$ cat src/rtl/bp_me_nonsynth_pkg.sv
// Shared types for the LCE trace-replay driver:
// trace opcodes, FSM states and ROM word sizing.
`ifndef BP_ME_NONSYNTH_PKG_SV
`define BP_ME_NONSYNTH_PKG_SV

`define BP_ME_NONSYNTH_TR_ROM_WIDTH(tr_ring_width) (4 + (tr_ring_width))

package bp_me_nonsynth_pkg;

   localparam int tr_op_width_gp   = 4;
   localparam int tr_wait_width_gp = 16;

   typedef enum logic [3:0] {
      e_tr_op_send = 4'h1
     ,e_tr_op_recv = 4'h2
     ,e_tr_op_wait = 4'h3
     ,e_tr_op_done = 4'h4
   } bp_me_nonsynth_tr_replay_op_e;

   typedef enum logic [2:0] {
      e_st_decode = 3'd0
     ,e_st_send   = 3'd1
     ,e_st_recv   = 3'd2
     ,e_st_wait   = 3'd3
     ,e_st_done   = 3'd4
     ,e_st_error  = 3'd5
   } bp_me_nonsynth_tr_replay_state_e;

endpackage

`endif

$ cat src/rtl/bp_me_nonsynth_tr_replay_ctr.sv
// Loadable up/down counter with async active-low clear.
// Shared by the WAIT countdown and the RECV timeout.
module bp_me_nonsynth_tr_replay_ctr
  #(parameter int width_p = 16
   )
   (input  logic               clk_i
   ,input  logic               reset_n_i
   ,input  logic               clr_i
   ,input  logic               ld_i
   ,input  logic [width_p-1:0] ld_val_i
   ,input  logic               up_i
   ,input  logic               down_i
   ,output logic [width_p-1:0] cnt_o
   );

   logic [width_p-1:0] cnt_q, cnt_d;

   assign cnt_o = cnt_q;

   // Next count: clear beats load beats up beats down
   always_comb begin
      cnt_d = cnt_q;
      if (clr_i)
         cnt_d = '0;
      else if (ld_i)
         cnt_d = ld_val_i;
      else if (up_i)
         cnt_d = cnt_q + 1'b1;
      else if (down_i)
         cnt_d = cnt_q - 1'b1;
   end

   // Count register
   always_ff @(posedge clk_i or negedge reset_n_i) begin
      if (!reset_n_i)
         cnt_q <= '0;
      else
         cnt_q <= cnt_d;
   end

endmodule

$ cat src/rtl/bp_me_nonsynth_lce_tr_replay.sv
// Trace-replay driver feeding an LCE under test: walks a
// trace ROM sending commands, checking responses, idling.
module bp_me_nonsynth_lce_tr_replay
   import bp_me_nonsynth_pkg::*;
  #(parameter int tr_ring_width_p  = 128
   ,parameter int rom_addr_width_p = 10
   ,parameter int timeout_p        = 4096
   ,localparam int rom_width_lp    =
      `BP_ME_NONSYNTH_TR_ROM_WIDTH(tr_ring_width_p)
   )
   (input  logic                        clk_i
   ,input  logic                        reset_n_i
   ,output logic [rom_addr_width_p-1:0] rom_addr_o
   ,input  logic [rom_width_lp-1:0]     rom_data_i
   ,output logic [tr_ring_width_p-1:0]  tr_pkt_o
   ,output logic                        tr_pkt_v_o
   ,input  logic                        tr_pkt_yumi_i
   ,input  logic [tr_ring_width_p-1:0]  tr_pkt_i
   ,input  logic                        tr_pkt_v_i
   ,output logic                        tr_pkt_ready_o
   ,output logic                        done_o
   ,output logic                        error_o
   ,output logic [rom_addr_width_p-1:0] error_pc_o
   );

   localparam int to_width_lp  = $clog2(timeout_p + 1);
   localparam int ctr_width_lp =
      (to_width_lp > tr_wait_width_gp) ? to_width_lp
                                       : tr_wait_width_gp;
   localparam logic [ctr_width_lp-1:0] to_last_lp =
      ctr_width_lp'(timeout_p - 1);

   bp_me_nonsynth_tr_replay_state_e state_q, state_d;

   logic [rom_addr_width_p-1:0] pc_q, pc_d;
   logic [rom_addr_width_p-1:0] err_pc_q, err_pc_d;
   logic [tr_ring_width_p-1:0]  payload_q, payload_d;

   logic [tr_op_width_gp-1:0]  op;
   logic [tr_ring_width_p-1:0] rom_payload;

   logic                    ctr_clr, ctr_ld, ctr_up, ctr_dn;
   logic [ctr_width_lp-1:0] ctr_ld_val, ctr_cnt;
   logic                    advance;

   assign op          = rom_data_i[tr_op_width_gp-1:0];
   assign rom_payload = rom_data_i[rom_width_lp-1:tr_op_width_gp];
   assign ctr_ld_val  =
      ctr_width_lp'(rom_payload[tr_wait_width_gp-1:0]);

   assign rom_addr_o     = pc_q;
   assign tr_pkt_v_o     = (state_q == e_st_send);
   assign tr_pkt_o       = tr_pkt_v_o ? payload_q : '0;
   assign tr_pkt_ready_o = (state_q == e_st_recv);
   assign done_o         = (state_q == e_st_done)
                         | (state_q == e_st_error);
   assign error_o        = (state_q == e_st_error);
   assign error_pc_o     = err_pc_q;

   bp_me_nonsynth_tr_replay_ctr
     #(.width_p(ctr_width_lp))
   ctr
     (.clk_i    (clk_i)
     ,.reset_n_i(reset_n_i)
     ,.clr_i    (ctr_clr)
     ,.ld_i     (ctr_ld)
     ,.ld_val_i (ctr_ld_val)
     ,.up_i     (ctr_up)
     ,.down_i   (ctr_dn)
     ,.cnt_o    (ctr_cnt)
     );

   // Next state, pc advance and counter control
   always_comb begin
      state_d   = state_q;
      pc_d      = pc_q;
      err_pc_d  = err_pc_q;
      payload_d = payload_q;
      ctr_clr   = 1'b0;
      ctr_ld    = 1'b0;
      ctr_up    = 1'b0;
      ctr_dn    = 1'b0;
      advance   = 1'b0;

      unique case (state_q)
         e_st_decode: begin
            payload_d = rom_payload;
            case (op)
               e_tr_op_send: state_d = e_st_send;
               e_tr_op_recv: begin
                  state_d = e_st_recv;
                  ctr_clr = 1'b1;
               end
               e_tr_op_wait: begin
                  state_d = e_st_wait;
                  ctr_ld  = 1'b1;
               end
               e_tr_op_done: state_d = e_st_done;
               default: begin
                  state_d  = e_st_error;
                  err_pc_d = pc_q;
               end
            endcase
         end
         e_st_send: advance = tr_pkt_yumi_i;
         e_st_recv: begin
            if (tr_pkt_v_i) begin
               if (tr_pkt_i == payload_q) begin
                  advance = 1'b1;
               end else begin
                  state_d  = e_st_error;
                  err_pc_d = pc_q;
               end
            end else if (ctr_cnt == to_last_lp) begin
               state_d  = e_st_error;
               err_pc_d = pc_q;
            end else begin
               ctr_up = 1'b1;
            end
         end
         e_st_wait: begin
            if (ctr_cnt <= ctr_width_lp'(1))
               advance = 1'b1;
            else
               ctr_dn = 1'b1;
         end
         default: ;
      endcase

      // Running off the end of the ROM never wraps to 0
      if (advance) begin
         if (&pc_q) begin
            state_d  = e_st_error;
            err_pc_d = pc_q;
         end else begin
            pc_d    = pc_q + 1'b1;
            state_d = e_st_decode;
         end
      end
   end

   // State, pc, payload and error pc registers
   always_ff @(posedge clk_i or negedge reset_n_i) begin
      if (!reset_n_i) begin
         state_q   <= e_st_decode;
         pc_q      <= '0;
         err_pc_q  <= '0;
         payload_q <= '0;
      end else begin
         state_q   <= state_d;
         pc_q      <= pc_d;
         err_pc_q  <= err_pc_d;
         payload_q <= payload_d;
      end
   end

endmodule

$ cat config.mk
export PLATFORM = sky130hd
export DESIGN_NAME = bp_me_nonsynth_lce_tr_replay
export DESIGN_NICKNAME = d
export VERILOG_FILES = /design/src/rtl/bp_me_nonsynth_pkg.sv /design/src/rtl/bp_me_nonsynth_tr_replay_ctr.sv /design/src/rtl/bp_me_nonsynth_lce_tr_replay.sv
export SDC_FILE = /design/constraint.sdc
export NUM_CORES = 1
export LEC_CHECK = 0
export BUFFER_PORTS_ARGS = -buffer_cell sky130_fd_sc_hd__buf_4
export CAP_MARGIN = 5
export CORE_AREA = 4 4 160 162
export CTS_CLUSTER_SIZE = 8
export DETAILED_ROUTE_END_ITERATION = 16
export DIE_AREA = 0 0 164 166
export HOLD_SLACK_MARGIN = 0.1
export PLACE_DENSITY = 0.69
export SLEW_MARGIN = 10
export SYNTH_ARGS = -nofsm -noshare
export SYNTH_HDL_FRONTEND = slang
export SYNTH_HIERARCHICAL = 1
export SYNTH_SLANG_ARGS = --single-unit
$ cat constraint.sdc
create_clock -name clk_i -period 3.57 [get_ports clk_i]
set_clock_uncertainty 0.1 [all_clocks]
set_input_delay 0.357 -clock clk_i [delete_from_list [all_inputs] [get_ports clk_i]]
set_output_delay 0.357 -clock clk_i [all_outputs]
set_load 0.02 [all_outputs]
==> results of run 1 <==
-- how the worst max path moves through the flow --
stage | slack, ns | to | cells past startpoint | startpoint
3_3_place_gp | 0.13 | ctr/cnt_o[15] | 11 | state_q[2]
5_1_grt | -0.01 | ctr/cnt_o[15] | 12 | ctr/cnt_o[12]
2_1_floorplan | 0.08 | ctr/cnt_o[15] | 11 | state_q[1]
3_5_place_dp | 0.03 | ctr/cnt_o[15] | 11 | state_q[2]
6_report | 0.21 | ctr/cnt_o[14] | 12 | ctr/cnt_o[12]
4_1_cts | 0.01 | ctr/cnt_o[15] | 11 | state_q[2]
-- cells in the final DEF (no fill, tap or decap), types with 3 or more instances in the layout --
| cell | Yosys | routed |
|---|---|---|
| o21ai_2 | 3 | 3 |
| clkinv_4 | 0 | 5 |
| buf_12 | 0 | 4 |
| o211ai_1 | 3 | 3 |
| o31ai_1 | 3 | 3 |
| inv_1 | 8 | 8 |
| nand2_1 | 14 | 14 |
| buf_4 | 2 | 427 |
| nand4_1 | 30 | 30 |
| xnor2_1 | 103 | 103 |
| o21bai_1 | 5 | 5 |
| nor4_1 | 18 | 18 |
| a22oi_1 | 11 | 11 |
| ha_1 | 15 | 15 |
| xor2_1 | 51 | 51 |
| inv_6 | 0 | 3 |
| o21ai_1 | 9 | 10 |
| a21oi_2 | 1 | 4 |
| mux2_2 | 129 | 129 |
| nand3_1 | 18 | 18 |
| inv_8 | 0 | 3 |
| o21ai_0 | 21 | 20 |
| mux2_4 | 6 | 6 |
| dlygate4sd3_1 | 0 | 129 |
| nor2b_1 | 4 | 3 |
| nor3_1 | 6 | 5 |
| and3_1 | 9 | 9 |
| clkbuf_16 | 0 | 17 |
| a22o_1 | 3 | 3 |
| and2_1 | 131 | 131 |
| nor2_1 | 29 | 29 |
| a21oi_1 | 18 | 15 |
| dfrtp_1 | 167 | 167 |
-- logic make-up (layout without fill, tap and decap cells) --
kind of cell / after synthesis / in the layout
simple gates: 273 / 273
buf+inv: 46 / 602
fa+ha+maj: 16 / 16
flops: 167 / 167
compound gates: 93 / 93
xor+xnor: 154 / 154
other cells: 0 / 1
mux: 136 / 136
-- power by group --
group,switching (uW),internal (uW)
registers,0.494,1890
logic,170,327
clock network,863,1010
total,1030,3230
-- cell usage after synthesis, drive strengths merged, types with 6 or more instances --
cell type | count | area share, %
o21ai | 33 | 1.8
nand2 | 14 | 0.54
clkbuf | 31 | 1.2
and2 | 131 | 8.4
nand4 | 30 | 1.9
a22oi | 11 | 0.85
nor4 | 20 | 1.4
inv | 8 | 0.31
xor2 | 51 | 4.6
ha | 15 | 1.9
nor2 | 31 | 1.4
mux2 | 136 | 16
nor3 | 6 | 0.31
nand3 | 19 | 1.1
dfrtp | 167 | 43
xnor2 | 103 | 9.3
buf | 7 | 0.40
and3 | 9 | 0.58
a21oi | 20 | 1.2
-- per-stage QoR --
step | cell area [um2] | power, uW | worst slack [ns] | hold slack (ns) | instances
after floorplan | 9750 | 2000 | 0.0766 | -0.0386 | 885
after global placement | 13300 | 2300 | 0.133 | 0.334 | 1604
after detailed placement | 13300 | 2310 | 0.0330 | 0.332 | 1604
after CTS | 15200 | 4300 | 0.0125 | 0.188 | 1765
after global routing | 15200 | 4430 | -0.0116 | 0.222 | 1766
final | 15200 | 4260 | 0.206 | 0.222 | 1766
-- sequential cells by signal, summed over array words and instances (netlist names) --
signal      flops
payload_q     128
state_q         3
rom_addr_o     10
error_pc_o     10
ctr/cnt_o      16
-- tightest hold or removal path: cells and delay by family --
family | cells | cell delay [ns]
buf+inv | 1 | 0.10
simple gates | 2 | 0.25
-- layout make-up --
| type | instances | area share [%] |
|---|---|---|
| sequential | 167 | 27.5 |
| antenna | 1 | 0.0164 |
| clock inverter | 13 | 0.913 |
| clock buffer | 19 | 2.91 |
| multi-input combinational | 672 | 35.6 |
| timing repair buffer | 562 | 30.2 |
| tap | 324 | 2.66 |
| inverter | 8 | 0.197 |
-- what timing repair did --
item	4_1_cts	5_1_grt
endpoints found under the setup margin	0	11
hold buffers	129	0
gates resized for setup	0	7
hold endpoints to repair	204	0
-- metal layers --
metal	up-vias	part of all wire, %	global-route usage [%]	wire length (um)
met5	-	0	0	0
li1	4181	-	-	-
met1	4287	39	30.9	14100
met3	48	6.2	6.11	2260
met4	0	2.9	7.80	1060
met2	333	52	46.6	18700
==> results.cfg, run 1 <==
[clocking]
post_cts_buffers = 0
clock_latency_ns = 0.43
cts-buffers-inserted = 17
cts_root_buf = clkbuf_16
htree_levels = 4
cts_buffer_depth = 2
cts_tree = yes
cts_sinks = 167
clkSlewWorstSetupHoldPaths_ns = 0.07

[logic_synthesis]
async_flop_share_pct = 100
synth.ff_latch_count = 167
synth-compound-area-share_pct = 6.60
synth.area.mux_share_pct = 15.9
synth_xor_xnor_area_share_pct = 13.8
synthDistinctLibCells = 58
synth_simple_gate_area_share_pct = 16.7
synth-edff-count = 0
synth.avg_cell_area_um2 = 11.0
yosys_warnings = 6
ys_seq_area_share_pct = 42.9
synth_adder_area_share_pct = 2.13
syn_area_um2 = 9750
synth_top_family_by_area = simple AND/OR/NAND/NOR gates
synthCells = 885
yosys_most_used_dff = dfrtp_1
syn_nets = 1165

[critical_path]
cp_cell_sequence = or4_4, nor4_4, nor3b_2, inv_1, buf_6, ha_1, a21oi_2, o21ai_0, a221oi_1, o221ai_1, xnor2_1, o21ai_1
end_kind = flip-flop
worstPathRequired_ns = 3.76
critPathMaxFanout = 13
cp_slowest_cell = or4_4
cp_num_buf_inv = 2
cp-start-kind = flip-flop
crit_type = flip-flop to flip-flop
timing.rr.end = ctr/cnt_o[14]
rrSetupSlack_ns = 0.21
critPathMaxStageDelay_ns = 0.58
crit_family = simple AND/OR/NAND/NOR gates
r2r_cells = 12
cp.arrival_ns = 3.55
r2r-start = ctr/cnt_o[12]

[timing]
tightest_slew_ns = 0.941
rsz0062_at_grt = true
maxSlewHeadroom_pct = 37.3
fmax_mhz = 297
slew_viol_final = 0
finalCritPeriodShare_pct = 94.2
setup_viol = 0
fin_tns_setup_ns = 0
min_period_ns = 3.36
hold_violations = 0

[route]
ant_nets = 0
routedWlPerCell_um = 20.5
num_vias = 8849
drc = 0
wl_um = 36200
drt-initial-drc-count = 569
first_pass_iters = 5
vias_per_cell = 5.01

[floorplanning]
design.core.area_um2 = 24100
rows = 57
num_io_pins = 416
die_y_um = 166
dieArea_um2 = 27200
die_w_um = 164
start_util_pct = 40.4

[finish]
postLayoutCoreUtil_pct = 63.1
areaGrowthSynthToFinish_pct = 56.1
multi_input_area_um2 = 5420
fillers = 2008
register_area_um2 = 4180
drive_gt1_share_pct = 43.4
final_nets = 1708

[flow_run]
drv_cap = 0

[global_route]
antenna_found_initial = 1
gr-total-overflow = 0
grt_max_degree = 129
grt_pass1_vias = 9461
grt_usage_pct = 26.1
grt_pass1_wl_um = 54800

[worst_hold_path]
hold_path_startpoint = rom_data_i[0]
hp-class = input pin to flip-flop
min_path_cells = 3
hold_end = ctr/cnt_o[1]

[pwr]
powerDensity_nw_per_um2 = 280
leakagePower_uw = 0.00760
ir_worst_vdd_v = 0.000251

[place]
routabilityCongestion = 0.890
hpwlAfterDp_um = 27600
portBuffers = 415

[outcome]
status = completed
Power figures use the tool's default switching activity.
==> inputs of run 2 (changes only) <==
- CELL_PAD_IN_SITES_DETAIL_PLACEMENT: unset -> 1
- CELL_PAD_IN_SITES_GLOBAL_PLACEMENT: unset -> 2
- CORE_AREA: 4 4 160 162 -> unset
- CORE_MARGIN: unset -> 4
- CORE_UTILIZATION: unset -> 29
- DIE_AREA: 0 0 164 166 -> unset
- PLACE_DENSITY: 0.69 -> unset
- PLACE_DENSITY_LB_ADDON: unset -> 0.1
==> run 2 against run 1 <==
Against the previous run: combinational power barely moved; largest power group unchanged; maximum frequency fell by 2.7%; largest cell class unchanged; sequential cell count did not move.
==> results.cfg, run 2 (synthesized netlist as in run 1, its figures left out) <==
[clocking]
htree_levels = 4
cts_root_buf = clkbuf_16
cts_buffer_depth = 2
cts-buffers-inserted = 17
cts_sinks = 167
clock_latency_ns = 0.45
clkSlewWorstSetupHoldPaths_ns = 0.07
post_cts_buffers = 0
cts_tree = yes

[floorplanning]
die_y_um = 191
die_w_um = 191
dieArea_um2 = 36600
num_io_pins = 416
design.core.area_um2 = 32900
start_util_pct = 29.7
rows = 66

[timing]
tightest_slew_ns = 0.863
hold_violations = 0
maxSlewHeadroom_pct = 41.9
min_period_ns = 3.46
slew_viol_final = 0
fin_tns_setup_ns = 0
rsz0062_at_grt = false
setup_viol = 0
fmax_mhz = 289
finalCritPeriodShare_pct = 96.8

[route]
top_layer = met4
vias_per_cell = 4.71
met2_length_um = 21600
first_pass_iters = 4
drt-initial-drc-count = 296
wl_um = 41400
ant_nets = 0
drc = 0
drt-met1-wl_um = 16400
routedWlPerCell_um = 21.9
num_vias = 8910
wl_met3_um = 2720

[global_route]
grt_max_degree = 129
antenna_found_initial = 2
grt_usage_pct = 22.4
gr-total-overflow = 0
grt_pass1_vias = 9966
grt_pass1_wl_um = 61100

[finish]
mostFrequentLayoutCells = buf_4, dfrtp_1, and2_1
regMostFlops = payload_q
final_common_cell = buf_4
largest_register_ffs = 128
drive_gt1_share_pct = 43.4
register_area_um2 = 4180
final_nets = 1716
fillers = 3716
multi_input_area_um2 = 5420
areaGrowthSynthToFinish_pct = 57.7
stdcell_area_um2 = 15400

[critical_path]
crit_type = flip-flop to flip-flop
end_kind = flip-flop
worstPathRequired_ns = 3.79
timing.rr.end = ctr/cnt_o[14]
rrSetupSlack_ns = 0.11
r2r-start = ctr/cnt_o[12]
critPathLaunch = ctr/cnt_o[12]
critPathMaxFanout = 7
r2r_cells = 12
cp-start-kind = flip-flop
cp.arrival_ns = 3.67

[place]
hpwlAfterDp_um = 32400
routabilityCongestion = 0.805
dpl-instance-area_um2 = 13500
portBuffers = 415

[flow_run]
drv_cap = 0

[worst_hold_path]
min_path_cells = 4
hp-class = input pin to flip-flop
hold_end = state_q[0]
hold_path_startpoint = rom_data_i[3]

[pwr]
leakagePower_uw = 0.00761
powerDensity_nw_per_um2 = 274
ir_worst_vdd_v = 0.000305

[outcome]
status = completed
run 2: metal layers:
layer | vias to the layer above | global-route usage, %
li1 | 4191 | -
met5 | - | 0
met4 | 0 | 5.61
met3 | 27 | 7.05
met1 | 4439 | 26.4
met2 | 253 | 39.6
run 2: layout make-up:
| cell class | instances | share of cell area [%] |
|---|---|---|
| well taps | 442 | 3.60 |
| clock inverters | 9 | 0.496 |
| flip-flops and latches | 167 | 27.2 |
| multi-input cells | 672 | 35.3 |
| inverters | 8 | 0.195 |
| clock buffers | 23 | 3.04 |
| diodes | 2 | 0.0325 |
| repair buffers | 570 | 30.2 |
run 2: worst max path at each step:
stage and end:
2_1_floorplan ctr/cnt_o[15], 3_3_place_gp ctr/cnt_o[14], 3_5_place_dp ctr/cnt_o[15], 4_1_cts ctr/cnt_o[15], 5_1_grt ctr/cnt_o[15], 6_report ctr/cnt_o[14]
run 2: timing repair:
| item | 4_1_cts | 5_1_grt |
|---|---|---|
| hold buffers | 129 | 0 |
| endpoints found under the setup margin | 5 | 2 |
| gates resized for setup | 1 | 4 |
| hold endpoints to repair | 198 | 0 |
| pin swaps | 0 | 2 |
run 2: through the flow:
step	total power (uW)	util, %	instances	setup slack, ns	hold WS (ns)
final	4210	46.8	1893	0.114	0.249
after global routing	4390	46.8	1893	0.00251	0.244
after CTS	4280	46.7	1891	0.144	0.217
after detailed placement	2310	41.1	1730	-0.127	0.298
after floorplan	2000	-	885	0.0766	-0.0386
after global placement	2310	41.1	1730	0.0132	0.297
run 2: power by group:
part           internal, uW  switching [uW]  total [uW]
logic                   326             175         501
registers              1890           0.390        1890
clock network           992             825        1820
run 2: critical path: stages, from the launching register on:
cell      delay, ns
dfrtp_1        0.43
or4_4          0.58
nor4_4         0.33
nor3b_4        0.12
inv_1          0.12
buf_4          0.18
ha_1           0.31
a21oi_1        0.21
o21ai_0        0.16
a221oi_1       0.28
o221ai_1       0.23
xnor2_1        0.21
o21ai_1        0.08
